===== src/rtl/cpu_sequencer.sv =====
// Instruction-phase sequencer: FETCH -> DECODE -> EXEC -> [RDMEM] -> FETCH, with
// per-phase memory wait counting, halt at instruction boundaries and a retired-instruction counter.
module cpu_sequencer #(
  parameter int RD_WAIT    = 0,
  parameter int FETCH_WAIT = 0,
  parameter int SKIP_RDMEM = 1,
  parameter int CNT_W      = 16
) (
  input  logic             clk,
  input  logic             rst,
  input  logic             insn_rd,
  input  logic             mem_rdy,
  input  logic             halt,
  output logic             phase_decode,
  output logic             phase_exec,
  output logic             phase_rdmem,
  output logic             phase_fetch,
  output logic             phase_half,
  output logic             phase_adv,
  output logic             halted,
  output logic [CNT_W-1:0] insn_count
);

  typedef enum logic [2:0] {
    S_FETCH,
    S_DECODE,
    S_EXEC,
    S_RDMEM,
    S_HALT
  } state_e;

  localparam logic [3:0] RD_WAIT_L    = 4'(RD_WAIT);
  localparam logic [3:0] FETCH_WAIT_L = 4'(FETCH_WAIT);
  localparam logic       SKIP_L       = (SKIP_RDMEM != 0);

  state_e           state_q, state_d;
  logic [3:0]       wait_q, wait_d;
  logic [CNT_W-1:0] cnt_q, cnt_d;
  logic             mem_done;

  // A memory phase may only finish once its fixed wait has fully elapsed.
  assign mem_done = (wait_q == 4'd0) & mem_rdy;

  always_ff @(posedge clk or negedge rst) begin
    if (!rst) begin
      state_q <= S_FETCH;
      wait_q  <= FETCH_WAIT_L;
      cnt_q   <= '0;
    end else begin
      state_q <= state_d;
      wait_q  <= wait_d;
      cnt_q   <= cnt_d;
    end
  end

  always_comb begin
    state_d = state_q;
    wait_d  = (wait_q != 4'd0) ? wait_q - 4'd1 : wait_q;
    cnt_d   = cnt_q;
    case (state_q)
      S_FETCH: begin
        if (mem_done) begin
          cnt_d   = cnt_q + CNT_W'(1'b1);
          state_d = halt ? S_HALT : S_DECODE;
        end
      end
      S_DECODE: state_d = S_EXEC;
      S_EXEC: begin
        if (insn_rd | ~SKIP_L) begin
          state_d = S_RDMEM;
          wait_d  = RD_WAIT_L;
        end else begin
          state_d = S_FETCH;
          wait_d  = FETCH_WAIT_L;
        end
      end
      S_RDMEM: begin
        if (mem_done) begin
          state_d = S_FETCH;
          wait_d  = FETCH_WAIT_L;
        end
      end
      S_HALT: begin
        if (!halt) begin
          state_d = S_FETCH;
          wait_d  = FETCH_WAIT_L;
        end
      end
      default: state_d = S_FETCH;
    endcase
  end

  always_comb begin
    phase_fetch  = (state_q == S_FETCH);
    phase_decode = (state_q == S_DECODE);
    phase_exec   = (state_q == S_EXEC);
    phase_rdmem  = (state_q == S_RDMEM);
    halted       = (state_q == S_HALT);
    phase_half   = phase_decode | phase_exec;
    phase_adv    = 1'b0;
    case (state_q)
      S_FETCH, S_RDMEM:  phase_adv = mem_done;
      S_DECODE, S_EXEC:  phase_adv = 1'b1;
      default:           phase_adv = 1'b0;
    endcase
    insn_count   = cnt_q;
  end

endmodule


===== config.mk =====
export PLATFORM = sky130hd
export DESIGN_NAME = cpu_sequencer
export DESIGN_NICKNAME = d
export VERILOG_FILES = /design/src/rtl/cpu_sequencer.sv
export SDC_FILE = /design/constraint.sdc
export NUM_CORES = 1
export LEC_CHECK = 0
export BUFFER_PORTS_ARGS = -buffer_cell sky130_fd_sc_hd__buf_2
export CAP_MARGIN = 20
export CORE_MARGIN = 2
export CORE_UTILIZATION = 56
export DETAILED_ROUTE_END_ITERATION = 7
export PLACE_DENSITY_LB_ADDON = 0.12
export SETUP_SLACK_MARGIN = 0.3
export SYNTH_ARGS = -nofsm -noshare
export SYNTH_HDL_FRONTEND = slang
export SYNTH_SLANG_ARGS = --single-unit

===== constraint.sdc =====
create_clock -name clk -period 2.8 [get_ports clk]
set_input_delay 0.28 -clock clk [delete_from_list [all_inputs] [get_ports clk]]
set_output_delay 0.28 -clock clk [all_outputs]
set_load 0.02 [all_outputs]

==> results.md, run 1 <==
* Status: complete, no violations
* CTS resizes at 0
* Register share of total power at 0.462
* Sw frac at 0.4202
* FMAX at 490.8 MHz
* Root Buffer: clkbuf_4
* Max-cap violations at 0
* Comb pwr share at 0.395
* Unrepaired setup endpoints after global routing: no
* Syn Nets at 124
* Pwr/cell area at 777.5 nW/µm²
* Initial antenna violation count at 0
* Crit Path Class: reg -> out
* Placer Congestion at 0.8450
* Setup TNS at 0 ns
* Post-synthesis cell count at 117
* Initial Utilization at 0.5963
* Hpwl dp at 1534 µm
* Post-synthesis area per instance at 9.999 µm²
* Slew @ Worst Pin at 0.5038 ns
* CTS tree: yes
* Final WL at 2095 µm
* Commonest cells in the netlist: 23 x dfrtp_1, 13 x nor2_1, 11 x nand2_1
* Post-synth EDFFs at 0
* Peak VDD IR at 0.5221 mV
* First-pass GRT wire length at 3705 µm
* Yosys cell types at 32
* Via count at 891
* Crit path capture type: output port
* Hold Slack at 0.2125 ns
* Asr flop ratio synth at 1.000
* Delay-heaviest family, CP: simple AND/OR/NAND/NOR gates
* Post-layout nets at 153
* Leakage power at 0.7188 nW
* CTS Buffer Depth at 2
* CP bufs+invs at 1
* H-tree depth at 1
* Post-layout minimum cycle time at 2.037 ns
* YS warnings at 0
* Seq cells post-synth at 23
* Vias in the first global route at 828
* Slowest cell on crit path: dfrtp_1
* Skew final at 0.0008752 ns
* Clk sinks at 23
* Clk Latency, worst-skew pair at 0.30 ns
* Finished Cell Area at 1350 µm²
* Width of the die at 49.71 µm
* Number of DRC markers after the initial detailed-route iteration at 12
* CORE AREA at 1962 µm²
* Worst EP required at 2.52 ns
* Ranking of synthesized cells by area: dfrtp_1 49%, xor2_1 6.7%, xnor2_1 5.2%
* Ys flop type: dfrtp_1
* DP Area at 1314 µm²
* CP cell instances: nand2b_1, nor2_1, or2_2, o21bai_1, buf_2
* Die footprint at 2471 µm²
* Layout area overhead at 15.40%
* Die Span Y at 49.71 µm
* Largest area contributor in the netlist: dfrtp_1
* DRT Pass-1 Iters at 4
* Area share of the largest cell type after synthesis at 0.4920
* Placement row count at 16
* ANT cells at 0
* WL/cell at 12.18 µm
* Drc violations at 0
* Gr usage total at 0.1988
* Internal cell power at 0.0006085 W
* CP max stage delay at 0.56 ns
* Clock slew at reported path FFs at 0.12 ns
* Final Hold Vio Count at 0
* Most numerous cell in the Yosys netlist: dfrtp_1
* Cts bufs inserted at 3
* Min-delay worst type: in -> reg
* Clock share of power at 0.143
* Crit path DAT at 1.76 ns
* Post-Synthesis Cell Area at 1170 µm²
* Ports at 28
* Final period util at 0.7276
* Slew Viols, Final at 0
* Crit path max fanout at 10
* Share of post-route cells with drive strength above 1 at 0.2552
* DR vias/cell at 5.180
* Seq/Total Area, Yosys at 0.4920
* Psw at 0.0004411 W
* Relative slew margins at 0.6641
* Port bufs at 27
* CP startpoint kind: register
* Final setup violation count at 0
* Fill cells at 171
* GR Overflow Total at 0
* Largest net degree at the start of global routing at 24
* Detail Route Antenna Nets at 0
stage by stage:
stage          setup slack (ns)  instances    util  total power (W)
3_5_place_dp             0.9874        167  0.6696        0.0009068
5_1_grt                  0.6636        172  0.6881         0.001128
6_report                 0.7627        172  0.6881         0.001050
4_1_cts                  0.7644        172  0.6881         0.001058
3_3_place_gp              1.035        167  0.6696        0.0008999
2_1_floorplan            0.8960        117       -        0.0007880
final timing paths:
path / start / slack, ns / to / cells past startpoint
max: state_q[2]$_DFFE_PN0P_ / 0.76 / phase_adv / 5
min: halt / 0.21 / state_q[2]$_DFFE_PN0P_ / 2
max reg2reg: wait_q[0]$_DFF_PN0_ / 0.97 / insn_count[12]$_DFFE_PN0P_ / 6
min reg2reg: insn_count[15]$_DFFE_PN0P_ / 0.49 / insn_count[15]$_DFFE_PN0P_ / 1
max in group asynchronous: rst / 2.00 / wait_q[2]$_DFF_PN0_ / 2
min in group asynchronous: rst / 0.46 / state_q[0]$_DFFE_PN0P_ / 2
sequential cells by signal, indices dropped and copies added, names as in the netlist:
name	count
state_q	3
wait_q	4
insn_count	16
layout make-up:
cell class                      instances  area (µm²)  share of cell area
Inverter                                6       22.52             0.01668
Tap cell                               27       33.78             0.02502
Multi-Input combinational cell         84       546.8              0.4050
Timing Repair Buffer                   28       145.1              0.1075
Sequential cell                        23       575.6              0.4263
Clock buffer                            4       26.28             0.01946
placed cells by master (no fill, tap or decap), types with 2 or more instances in the layout:
cell type / count
buf_2: 27
dfrtp_1: 23
nor2_1: 13
nand2_1: 11
xor2_1: 9
xnor2_1: 7
nand3_1: 7
inv_1: 6
nor3_1: 6
a21oi_1: 4
clkbuf_4: 3
nand2b_1: 2
mux2_2: 2
and3_1: 2
nor4_1: 2
nand4_1: 2
ha_1: 2
power by group through the flow:
stage / Combinational, W / Clock, W / Sequential [W]
after global routing: 0.000457 / 0.000171 / 0.000500
after floorplan: 0.000291 / 0 / 0.000497
after detailed placement: 0.000415 / 0 / 0.000492
final: 0.000415 / 0.000150 / 0.000485
after CTS: 0.000418 / 0.000155 / 0.000485
after global placement: 0.000412 / 0 / 0.000488
per-layer routing:
layer | up-vias | GRT usage | routed length, µm
met5 | - | 0 | 0
met4 | 0 | 0.08333 | 35
met3 | 4 | 0.03636 | 69
met2 | 17 | 0.3244 | 998
met1 | 416 | 0.2595 | 991
li1 | 454 | - | -
what timing repair did:
item                      CTS  global route
hold endpoints to repair   23             0
hold buffers                1             0
setup buffers               0             0
cells by family (layout without fill, tap and decap cells):
kind of cell             Yosys count  count (layout)  share of synthesized area
flip-flops                        23              23                     0.4920
AND/OR/NAND/NOR                   54              54                     0.2524
XOR/XNOR                          16              16                     0.1198
buffers and inverters             10              38                    0.04064
adder cells (fa/ha/maj)            2               2                    0.02139
multiplexers                       2               2                    0.01925
AO/OA/AOI/OAI                     10              10                    0.05455
No activity file was read; power rests on OpenSTA's default activity.
==> run 2: changes to the inputs <==
Settings changed: ABC_AREA set to 1, CORE_UTILIZATION 56 to 48.
Clock period 2.8 ns to 1.8 ns, I/O delays scaled along.
==> results.md, run 2 <==
* Skew final at 0.005411 ns (+0.004535 ns)
* Number of DRC markers after the initial detailed-route iteration at 20 (+8)
* Crit path max fanout at 4 (-6)
* Drc violations at 0 (unchanged)
* Placement row count at 18 (+2)
* Area share of the largest cell type after synthesis at 0.4505 (-0.04144)
* Hpwl dp at 1919 µm (+25%)
* Seq/Total Area, Yosys at 0.4505 (-0.04144)
* Post-layout minimum cycle time at 1.494 ns
* WL/cell at 11.86 µm (-2.6%)
* First-pass GRT wire length at 4581 µm (+24%)
* Crit path capture type: output port
* Worst hold stages at 3 (+1)
* Root Buffer: clkbuf_4
* Seq cells post-synth at 23 (unchanged)
* Max reg flops at 16 (unchanged)
* Slew @ Worst Pin at 0.5132 ns (+0.009369 ns)
* R2r endpoint: insn_count[5]$_DFFE_PN0P_
* Status: complete, no violations
* Worst EP required at 1.62 ns (-0.90 ns)
* Post-layout nets at 201 (+31%)
* Initial Utilization at 0.5110 (-0.08529)
* CTS Buffer Depth at 2 (unchanged)
* Most frequent cells in the layout: 45 x nand2_1, 22 x buf_2, 21 x dfrtp_1, 14 x inv_1, 13 x nor2_1
* Die Span Y at 55.59 µm (+12%)
* Post-synthesis area per instance at 8.137 µm² (-19%)
* DRT Pass-1 Iters at 4 (unchanged)
* Placer Congestion at 0.8062 (-4.6%)
* Pwr/cell area at 1165 nW/µm² (+50%)
* Ranking of synthesized cells by area: dfrtp_1 45%, nand2_1 14%, xor2_1 5.5%
* Internal cell power at 0.001052 W (+73%)
* Cts bufs inserted at 3 (unchanged)
* Port bufs at 27 (unchanged)
* Final Hold Vio Count at 0 (unchanged)
* Final std cells w/o fill at 223 (+30%)
* Commonest non-fill, non-tap cell in the layout: nand2_1
* Min-delay worst type: in -> reg
* Post-synthesis cell count at 157 (+34%)
* Leakage power at 0.8178 nW (+14%)
* ANT cells at 0 (unchanged)
* Hold Slack at 0.09936 ns (-0.1131 ns)
* Vias in the first global route at 1102 (+33%)
* H-tree depth at 1 (unchanged)
* Clock slew at reported path FFs at 0.12 ns (about the same)
* Final Util at 0.6502 (-0.03799)
* Post-synth EDFFs at 0 (unchanged)
* Max-cap violations at 0 (unchanged)
* Unrepaired setup endpoints after global routing: yes
* Commonest cells in the netlist: 46 x nand2_1, 23 x dfrtp_1, 17 x nor2_1
* Most numerous cell in the Yosys netlist: nand2_1
* Detail Route Antenna Nets at 0 (unchanged)
* Hold Crit Start: halt
* Ys flop type: dfrtp_1
* Final setup violation count at 0 (unchanged)
* Final Power at 0.001894 W (+80%)
* Share of post-route cells with drive strength above 1 at 0.3368 (+0.08162)
* Register share of total power at 0.382 (-0.080)
* Relative slew margins at 0.6579 (-0.006246)
* Via count at 1114 (+25%)
* R2r setup slk at 0.39 ns (-0.58 ns)
* DR vias/cell at 4.996 (-3.6%)
* Hold endpoint: state_q[2]$_DFFE_PN0P_
* CP startpoint kind: register
* Final WL at 2645 µm (+26%)
* Largest net degree at the start of global routing at 24 (unchanged)
* Psw at 0.0008420 W (+91%)
* Clock share of power at 0.125 (-0.018)
* Asr flop ratio synth at 1.000 (unchanged)
* Peak VDD IR at 1.080 mV (+110%)
* Die footprint at 3090 µm² (+25%)
* Sw frac at 0.4446 (+0.02440)
* Gr usage total at 0.1825 (-0.01634)
* YS warnings at 0 (unchanged)
* Setup TNS at 0 ns (unchanged)
* CTS tree: yes
* Yosys cell types at 25 (-22%)
* Reg2reg start: wait_q[1]$_DFF_PN0_
* Slew Viols, Final at 0 (unchanged)
* Initial antenna violation count at 0 (unchanged)
* Crit path DAT at 1.31 ns (-0.45 ns)
* Layout area overhead at 27.23%
* Crit Path Class: reg -> out
* Clk sinks at 23 (unchanged)
* Ports at 28 (unchanged)
* Comb pwr share at 0.494 (+0.099)
* Reg2Reg Depth at 10 (+4)
* Width of the die at 55.59 µm (+12%)
* FMAX at 669.4 MHz
* CORE AREA at 2500 µm² (+27%)
* Largest area contributor in the netlist: dfrtp_1
* Post-Synthesis Cell Area at 1277 µm² (+9.2%)
* Final period util at 0.8299
* Clk Latency, worst-skew pair at 0.30 ns (about the same)
* Placed insts at 213 (+28%)
* GR Overflow Total at 0 (unchanged)
* Syn Nets at 164 (+32%)
run 2: metrics by stage:
step	instance area (µm²)	setup WS, ns
after global routing	1625	0.1955
after floorplan	1282	0.3871
final	1625	0.3062
after detailed placement	1444	0.2844
after CTS	1545	0.2942
after global placement	1444	0.3376
run 2: logic make-up (layout without fill, tap and decap cells):
family | Yosys count | count (layout) | synth area share
buffers and inverters | 23 | 58 | 0.07346
and+or+nand+nor | 91 | 92 | 0.3506
AOI/OAI and AO/OA | 7 | 7 | 0.03036
xor gates and xnor gates | 11 | 11 | 0.07542
DFF | 23 | 23 | 0.4505
adders and majority gates | 2 | 2 | 0.01959
run 2: worst max-delay path by stage:
stage	slack, ns	cells after the start	endpoint	from
after floorplan	0.39	7	insn_count[10]$_DFFE_PN0P_	insn_count[0]$_DFFE_PN0P_
after global placement	0.34	6	insn_count[2]$_DFFE_PN0P_	wait_q[0]$_DFF_PN0_
after detailed placement	0.28	6	insn_count[9]$_DFFE_PN0P_	wait_q[0]$_DFF_PN0_
after CTS	0.29	5	phase_adv	state_q[1]$_DFFE_PN0P_
after global routing	0.20	4	phase_adv	state_q[2]$_DFFE_PN0P_
final	0.31	5	phase_adv	wait_q[1]$_DFF_PN0_
run 2: layout make-up:
type / instances / area, µm²
Fill cell: 222 / 874.6
Multi-Input combinational cell: 112 / 678.2
Sequential cell: 23 / 578.1
Timing Repair Buffer: 32 / 215.2
Inverter: 22 / 90.09
Tap cell: 30 / 37.54
Clock buffer: 4 / 26.28
run 2: critical path, cell delays in order, from the launching register on:
cell and delay, ns:
dfrtp_1 0.41, inv_2 0.08, ha_4 0.15, nand3_4 0.09, o21ai_2 0.14, buf_6 0.13
run 2: power by group through the flow:
stage,registers [W],clock network (W),logic (W)
floorplan,0.000782,0,0.000495
global placement,0.000713,0,0.000752
detailed placement,0.000716,0,0.000758
CTS,0.000714,0.000244,0.000806
global route,0.000742,0.000282,0.00103
finish,0.000723,0.000236,0.000935
run 2: routing by layer:
metal | up-vias | wire length (µm) | part of all wire | track usage
met5 | - | 0 | 0 | 0
met4 | 0 | 24 | 0.0091 | 0.06620
met3 | 2 | 77 | 0.029 | 0.02791
met2 | 15 | 1375 | 0.52 | 0.3112
met1 | 534 | 1167 | 0.44 | 0.2345
li1 | 563 | - | - | -
run 2: repair_timing:
action,in CTS,in global routing
gates resized for setup,11,17
pin swaps,1,3
endpoints found under the hold margin,23,0
setup buffers,2,2
hold buffers,1,0
gates cloned,0,1
endpoints found under the setup margin,11,17
